**config.mk**
```make
export PLATFORM = sky130hd
export DESIGN_NAME = fifo_ctrl
export DESIGN_NICKNAME = d
export VERILOG_FILES = /design/src/rtl/fifo_ctrl.sv
export SDC_FILE = /design/constraint.sdc
export NUM_CORES = 1
export LEC_CHECK = 0
export BUFFER_PORTS_ARGS = -buffer_cell sky130_fd_sc_hd__buf_2
export CAP_MARGIN = 20
export CORE_UTILIZATION = 48
export DETAILED_ROUTE_END_ITERATION = 16
export PLACE_DENSITY = 0.76
export SYNTH_ARGS = -nofsm -noshare
export SYNTH_HDL_FRONTEND = slang
export SYNTH_SLANG_ARGS = --single-unit
```
**constraint.sdc**
```tcl
create_clock -name clk -period 2.9 [get_ports clk]
set_input_delay 0.58 -clock clk [delete_from_list [all_inputs] [get_ports clk]]
set_output_delay 0.58 -clock clk [all_outputs]
set_load 0.02 [all_outputs]
```
**src/rtl/fifo_ctrl.sv**
```systemverilog
// Single-clock controller for a dual-port FIFO memory: pointers, enables,
// occupancy, status flags, registered read-valid and sticky error tracking.
module fifo_ctrl #(
    parameter int unsigned ADDR_WIDTH = 3,
    parameter int unsigned AF_LEVEL   = 6,
    parameter int unsigned AE_LEVEL   = 1
) (
    input  logic                  clk,
    input  logic                  rst_n,
    input  logic                  push,
    input  logic                  pop,
    input  logic                  clr_err,
    output logic [ADDR_WIDTH-1:0] waddr,
    output logic [ADDR_WIDTH-1:0] raddr,
    output logic                  wen,
    output logic                  ren,
    output logic                  full,
    output logic                  empty,
    output logic                  almost_full,
    output logic                  almost_empty,
    output logic [ADDR_WIDTH:0]   count,
    output logic                  rd_valid,
    output logic                  overflow,
    output logic                  underflow
);

    localparam int unsigned DEPTH = 2 ** ADDR_WIDTH;
    localparam logic [ADDR_WIDTH:0] DepthCnt = DEPTH[ADDR_WIDTH:0];
    localparam logic [ADDR_WIDTH:0] AfCnt    = AF_LEVEL[ADDR_WIDTH:0];
    localparam logic [ADDR_WIDTH:0] AeCnt    = AE_LEVEL[ADDR_WIDTH:0];

    // Pointers carry one extra MSB so full and empty are distinguishable.
    logic [ADDR_WIDTH:0] wptr_q, wptr_d;
    logic [ADDR_WIDTH:0] rptr_q, rptr_d;
    logic                rd_valid_q, rd_valid_d;
    logic                overflow_q, overflow_d;
    logic                underflow_q, underflow_d;

    always_ff @(posedge clk or negedge rst_n) begin
        if (!rst_n) begin
            wptr_q      <= '0;
            rptr_q      <= '0;
            rd_valid_q  <= 1'b0;
            overflow_q  <= 1'b0;
            underflow_q <= 1'b0;
        end else begin
            wptr_q      <= wptr_d;
            rptr_q      <= rptr_d;
            rd_valid_q  <= rd_valid_d;
            overflow_q  <= overflow_d;
            underflow_q <= underflow_d;
        end
    end

    // Flags come from registered pointers only; requests never reach them.
    always_comb begin
        count        = wptr_q - rptr_q;
        full         = (count == DepthCnt);
        empty        = (count == '0);
        almost_full  = (count >= AfCnt);
        almost_empty = (count <= AeCnt);
        waddr        = wptr_q[ADDR_WIDTH-1:0];
        raddr        = rptr_q[ADDR_WIDTH-1:0];
        wen          = push & ~full;
        ren          = pop & ~empty;
        rd_valid     = rd_valid_q;
        overflow     = overflow_q;
        underflow    = underflow_q;
    end

    // A new error in the same cycle as clr_err wins over the clear.
    always_comb begin
        wptr_d      = wptr_q;
        rptr_d      = rptr_q;
        rd_valid_d  = ren;
        overflow_d  = (overflow_q & ~clr_err) | (push & full);
        underflow_d = (underflow_q & ~clr_err) | (pop & empty);
        if (wen) begin
            wptr_d = wptr_q + 1'b1;
        end
        if (ren) begin
            rptr_d = rptr_q + 1'b1;
        end
    end

endmodule

```
==> results of run 1 <==
==> registers in the layout (all words and copies together) (netlist names) <==
| signal | count |
|---|---|
| overflow | 1 |
| wptr_q | 4 |
| rptr_q | 4 |
| underflow | 1 |
| rd_valid | 1 |
==> cells by family after synthesis <==
group | count (synthesis) | share of synthesized area [%]
buf+inv | 17 | 11.9
simple gates | 11 | 10.0
fa+ha+maj | 6 | 11.4
flops | 11 | 37.9
mux | 2 | 3.62
compound gates | 12 | 13.3
xor+xnor | 9 | 11.9
==> final cells by class <==
class / instances / area (µm²) / area share [%]
Sequential cell: 11 / 277 / 31.3
Inverter: 11 / 41.3 / 4.67
Clock buffer: 4 / 26.3 / 2.97
Timing Repair Buffer: 25 / 130 / 14.7
Tap cell: 15 / 18.8 / 2.12
Multi-Input combinational cell: 40 / 390 / 44.2
==> through the flow <==
| stage | hold WS, ns | cell area (µm²) | instances | setup slack, ns |
|---|---|---|---|---|
| 2_1_floorplan | 0.284 | 726 | 68 | 0.247 |
| 3_3_place_gp | 0.470 | 815 | 100 | 0.365 |
| 3_5_place_dp | 0.465 | 815 | 100 | 0.269 |
| 4_1_cts | 0.181 | 848 | 104 | 0.0355 |
| 5_1_grt | 0.198 | 883 | 106 | 0.000173 |
| 6_report | 0.176 | 883 | 106 | 0.131 |
==> synthesized netlist by cell type (all sizes together) <==
cell type / number / area, µm²
a21oi: 3 / 18.8
a22o: 2 / 17.5
and3: 1 / 6.26
buf: 6 / 45.0
dfrtp: 11 / 275
fa: 1 / 20.0
ha: 5 / 62.6
inv: 11 / 41.3
mux2: 2 / 26.3
nand2: 1 / 6.26
nand3: 1 / 17.5
nand3b: 1 / 7.51
nand4: 2 / 12.5
nor2: 2 / 7.51
nor3: 3 / 15.0
o211ai: 2 / 15.0
o21ai: 3 / 30.0
o31ai: 2 / 15.0
xnor2: 7 / 68.8
xor2: 2 / 17.5
==> routing by layer <==
layer	part of all wire [%]	GRT usage, %	vias to the layer above
li1	-	-	275
met1	49	25.9	239
met2	45	30.9	19
met3	5.4	4.89	0
met4	0	7.50	0
met5	0	0	-
==> worst register-to-register path, delay by kind of cell, from the launching register on <==
| kind | cells | cell delay [ns] |
|---|---|---|
| XOR/XNOR | 1 | 0.24 |
| AO/OA/AOI/OAI | 1 | 0.19 |
| multiplexers | 1 | 0.35 |
| flip-flops | 1 | 0.45 |
| AND/OR/NAND/NOR | 1 | 0.17 |
| adder cells (fa/ha/maj) | 2 | 0.63 |
==> worst paths after layout <==
path | from | end | slack (ns) | cells past startpoint
max | rptr_q[0] | ren | 0.13 | 7
min | rst_n | wptr_q[2] | 0.18 | 1
max reg2reg | rptr_q[0] | wptr_q[1] | 0.75 | 6
min reg2reg | underflow | underflow | 0.52 | 1
max in group asynchronous | rst_n | wptr_q[0] | 2.50 | 1
min in group clk | underflow | underflow | 0.52 | 1
==> timing repair <==
item / 4_1_cts / 5_1_grt
endpoints found under the setup margin: 2 / 4
setup buffers: 0 / 2
hold buffers: 0 / 0
pin swaps: 0 / 2
resized for setup: 1 / 3
cloned: 0 / 0
==> impl.org, run 1 <==
** Global routing
- The first global-routing pass estimated 2100 µm of wire.
- Global routing consumed, over all layers together, approximately 20% of the routing resources.
- GRT Residual Overflow :: 0
- Pin count of the biggest net entering global routing :: 12
- The via count of the first global-routing pass is between 400 and 500.
- Antenna violations before repair :: 0

** STA
- Of the available clock period, the critical path in the final layout requires a little over nine tenths.
- Final setup fails :: 0
- Setup repair after global routing missed its margin :: false
- Post-route minimum period :: 2.77 ns
- Worst clock skew :: between 0.003 and 0.004 ns
- The number of pins with negative max-slew slack in the final report was 0.
- Pin slew with the least headroom to its limit :: 0.421 ns
- Final hold viol count :: 0
- Static timing analysis puts the maximum clock frequency at 361 MHz.
- Max transition margin :: just over 70%
- Setup TNS :: 0 ns

** Layout
- Commonest cells after routing, fill and taps aside :: 23 x sky130_fd_sc_hd__buf_2, 10 x sky130_fd_sc_hd__inv_1, 10 x sky130_fd_sc_hd__dfrtp_1
- The number of antenna diodes in the final layout is 0.
- Commonest non-fill, non-tap cell in the layout :: sky130_fd_sc_hd__buf_2
- The area growth from synthesis to layout is 21.7%.
- Layout cell share with drive strength beyond 1 :: 42.9%
- At the end of the flow the core is filled with cells to between 60% and 70%.
- Fill cells in the final layout number 106.
- Net count of the finished layout :: around 100

** Detailed routing
- The pre-antenna-repair detailed-routing pass consisted of 4 iterations.
- Vias/cell :: 5.03
- Detailed-route wire length per cell :: approximately 13 µm
- Detailed routing inserted a total of roughly 530 vias.
- In this run the remaining antenna-violating nets after routing total 0.
- For this run, design rule violations remaining after detail routing come to 0.
- Initial DRC count :: 8
- Final wirelength :: 1380 µm

** Floorplanning
- Ports :: 24
- Standard-cell row count :: 13
- Die X-Extent :: just over 40 µm
- Die area :: about 1700 µm²
- Core region area :: 1350 µm²
- Starting Density :: roughly 54%
- Die Height :: between 40 and 50 µm

** Worst setup path
- Data on the critical path is required at its endpoint by ~2.3 ns.
- Delay contributed by the slowest stage of the critical path :: ~0.45 ns
- The worst setup path is captured at an output pin.
- STA classifies the critical path startpoint as a flop.
- Cell family with the largest share of critical-path delay :: adder cells
- CP Class :: flop to output pin
- Maximum fanout along the worst path :: 8
- The critical path goes through ha_1 -> fa_1 -> xor2_2 -> nand3_4 -> o21ai_4 -> inv_1 -> buf_2.
- At the worst endpoint, the arrival time is roughly 2.2 ns.
- The critical path contains buffers and inverters numbering 2 combined.
- Cell with the largest stage delay on the worst path :: sky130_fd_sc_hd__dfrtp_1

** CTS
- H-tree depth :: 1
- For this design, the sink count on the clock tree is 11.
- Root buf cell :: sky130_fd_sc_hd__clkbuf_4
- Num CTS Buffers :: 3
- Buffer levels on the longest clock path :: 2
- Clock slew seen by the registers of the worst setup and hold paths :: 0.07 ns
- Worst skew pair latency :: roughly 0.26 ns
- Clock tree from TritonCTS :: built

** Flow run
- The tool flagged a number of max-cap violations equal to 0.

** Placed design
- Detailed placement finished with a half-perimeter wire length of ~1100 µm.
- Number of port buffers :: 23
- Global placement routability congestion :: roughly 0.75

** Synthesis
- The synthesized netlist occupies a cell area of around 730 µm².
- Number of synthesized register bits :: 11
- The cell count after synthesis came out at roughly 70.
- Synthesis warning total :: 0
- Of the synthesized area, sequential elements account for between 30% and 40%.
- In this run, distinct cell masters in the synthesized netlist total 26.
- A synthesized cell averages around 11 µm².
- When the netlist entered floorplanning its net count stood at between 70 and 80.

** Outcome
- The run finished with clean final reports.

** Worst hold path
- In this run the worst hold path is classified as input pin to async pin.
Power of run 1 is not shown: default switching activity piles up to over one toggle a cycle in this logic, so the estimate is an artifact.
==> run 2, diff against run 1 <==
Settings changed: CORE_UTILIZATION 48 to 52, PLACE_DENSITY 0.76 to 0.82.
Clock period 2.9 ns to 3.5 ns, I/O delays scaled along.
==> run 2 against run 1 <==
Critical path depth up 1. Critical path type unchanged. Core utilization shrank 0.82 points. Global-route usage up 0.32 points.
==> impl.org, run 2 (synthesized netlist as in run 1, its figures left out) <==
** Floorplanning
- The die height is 39.4 µm (was 40.9 µm).
- Starting Density :: 55.8% (was 53.8%)
- Standard-cell row count :: 13 (unchanged)
- The width of the die was 39.4 µm (was 40.9 µm).
- Die area :: 1550 µm² (was 1670 µm²)
- Ports :: 24 (unchanged)
- The core area is 1300 µm² (was 1350 µm²).

** STA
- The clock tree skew after final layout is 0.00202 ns (was 0.00356 ns).
- Max transition margin :: 74.0% (was 71.8%)
- The final setup violation count came to 0 (unchanged).
- The number of pins with negative max-slew slack in the final report came to 0 (unchanged).
- For this run, the top clock speed supported by timing is 332 MHz.
- Subtracting the final worst setup slack from the clock period gives slightly above 3 ns.
- The post-layout worst setup margin came to 0.485 ns (was 0.131 ns).
- Setup repair after global routing missed its margin: false (unchanged).
- Post-route clock period utilization :: 86.1%
- Setup TNS :: 0 ns (unchanged)
- Pin slew with the least headroom to its limit :: 0.389 ns (was 0.421 ns)
- Final hold viol count :: 0 (unchanged)

** Detailed routing
- The routed wire length is 1280 µm (was 1380 µm).
- Vias/cell :: 4.88 (was 5.03)
- Remaining routing DRC violations :: 0 (unchanged)
- The number of detailed-routing iterations run before antenna repair came to 4 (unchanged).
- The violation count after the first detailed-route iteration came to 11 (was 8).
- The routed length per instance came to 12.3 µm (was 13.0 µm).
- Antenna-violating nets left :: 0 (unchanged)
- Via count :: 507 (was 533)

** CTS
- Number of buffers inserted to repair setup after CTS :: 0 (unchanged)
- The clock slew at the register clock pins of the worst setup and hold paths was 0.07 ns (about the same).
- The cell chosen for the clock root is sky130_fd_sc_hd__clkbuf_4 (unchanged).
- Clock tree from TritonCTS :: built (unchanged)
- The count of H-tree levels built during CTS came to 1 (unchanged).
- The sink count of the clock tree was 11 (unchanged).
- Cts repair resizes :: 0 (was 1)
- Num CTS Buffers :: 3 (unchanged)
- Buffer levels on the longest clock path :: 2 (unchanged)
- The number of hold buffers added after cts came to 0 (unchanged).
- The clock insertion delay at the later pin of the skew report was 0.27 ns (was 0.26 ns).

** Flow run
- Max-cap check violation count :: 0 (unchanged)

** Worst setup path
- Cell with the largest stage delay on the worst path :: sky130_fd_sc_hd__dfrtp_1 (unchanged)
- The worst reg2reg path endpoint is wptr_q[1] (unchanged).
- Startpoint kind of the worst setup timing path :: flop (unchanged)
- Worst reg-to-reg setup slack :: 1.20 ns (was 0.75 ns)
- The data arrival at the endpoint of the critical path was 2.32 ns (was 2.19 ns).
- The kind of cell adding the most delay to the critical path is adder cells (unchanged).
- Cell-by-cell listing of the critical path :: inv_1 -> ha_1 -> fa_1 -> xor2_1 -> nand3_4 -> o21ai_4 -> inv_1 -> buf_2 (was ha_1 -> fa_1 -> xor2_2 -> nand3_4 -> o21ai_4 -> inv_1 -> buf_2)
- The number of cells on the worst reg-to-reg path is 7 (was 6).
- The maximum fanout encountered on the critical timing path was 8 (unchanged).
- The delay of the slowest cell on the worst path is 0.42 ns (was 0.45 ns).
- Startpoint of the worst register-to-register path :: wptr_q[0] (was rptr_q[0])
- The type of destination of the critical path is an output pin (unchanged).
- CP Class :: flop to output pin (unchanged)
- Counting stages on the worst path, the most repeated cell is sky130_fd_sc_hd__inv_1.
- The buffering stage count on the worst path with inverters included came to 3 (was 2).
- The required time reported for the critical path endpoint came to 2.80 ns (was 2.32 ns).

** Placed design
- The pre-CTS setup slack came to 0.789 ns (was 0.269 ns).
- Hpwl dp :: 1050 µm (was 1060 µm)
- Placement-stage cell area :: 815 µm² (unchanged)
- Number of port buffers :: 23 (unchanged)
- The final weighted congestion in routability-driven placement is 0.818 (was 0.749).

** Layout
- The number of diodes was 0 (unchanged).
- The layout cell share with drive strength beyond 1 is 39.3% (was 42.9%).
- Largest registers: rptr_q (4), wptr_q (4) (unchanged).
- Post-layout instance area :: 841 µm² (was 883 µm²)
- Commonest non-fill, non-tap cell in the layout :: sky130_fd_sc_hd__buf_2 (unchanged)
- The number of nets in the finished design came to 101 (was 103).
- Commonest cells after routing, fill and taps aside: 23 x sky130_fd_sc_hd__buf_2, 11 x sky130_fd_sc_hd__dfrtp_1, 10 x sky130_fd_sc_hd__inv_1 (was 23 x sky130_fd_sc_hd__buf_2, 10 x sky130_fd_sc_hd__inv_1, 10 x sky130_fd_sc_hd__dfrtp_1).
- Layout area overhead :: 15.9% (was 21.7%)

** Outcome
- Run status :: finished, final reports clean (unchanged)

** Global routing
- Total Routing Usage GR :: 20.0% (was 19.7%)
- The remaining global-route overflow came to 0 (unchanged).
- The via count of the first global-routing pass came to 461 (was 474).
- The number of antenna violations at the first check in global routing was 0 (unchanged).
- The first-pass GRT wire length is 2010 µm (was 2100 µm).
- The maximum number of pins on one net before global-route repair is 12 (unchanged).

** Worst hold path
- The type of the tightest min-delay check is input pin to async pin (unchanged).
-- run 2: cell types whose count changed in the layout (fill, tap and decap cells not counted), sizes merged --
cell	change
buf	-2
-- run 2: worst max-delay path by stage --
stage,startpoint,end,slack [ns],cells after the start
after floorplan,wptr_q[0],almost_empty,0.73,6
after global placement,wptr_q[0],wen,0.84,8
after detailed placement,wptr_q[0],ren,0.79,8
after CTS,wptr_q[0],ren,0.50,8
after global routing,wptr_q[0],wen,0.31,8
final,wptr_q[0],ren,0.48,8
-- run 2: area by class of cell --
class,instances,area [µm²]
Clock buffer,4,26.3
Fill cell,118,460
Sequential cell,11,275
Multi-Input combinational cell,40,364
Inverter,11,41.3
Timing Repair Buffer,23,115
Tap cell,15,18.8
-- run 2: metrics by stage --
step	hold slack, ns	instances	util, %
detailed placement	0.497	100	62.6
finish	0.280	104	64.6
floorplan	0.404	68	-
CTS	0.292	104	64.6
global route	0.300	104	64.6
global placement	0.488	100	62.6
-- run 2: worst reg2reg max path, cell delays in order (launching register included) --
cell and delay, ns:
sky130_fd_sc_hd__dfrtp_1 0.42, sky130_fd_sc_hd__inv_1 0.06, sky130_fd_sc_hd__ha_1 0.21, sky130_fd_sc_hd__fa_1 0.37, sky130_fd_sc_hd__xor2_1 0.36, sky130_fd_sc_hd__nand3_4 0.18
sky130_fd_sc_hd__o21ai_2 0.23, sky130_fd_sc_hd__mux2_2 0.35
-- run 2: per-layer routing --
| layer | vias up | track usage [%] | wire, µm |
|---|---|---|---|
| met4 | 0 | 10.3 | 15 |
| met3 | 2 | 5.11 | 54 |
| met5 | - | 0 | 0 |
| met2 | 14 | 30.0 | 585 |
| met1 | 226 | 26.3 | 628 |
| li1 | 265 | - | - |
Power of run 2 is left out for the same reason.
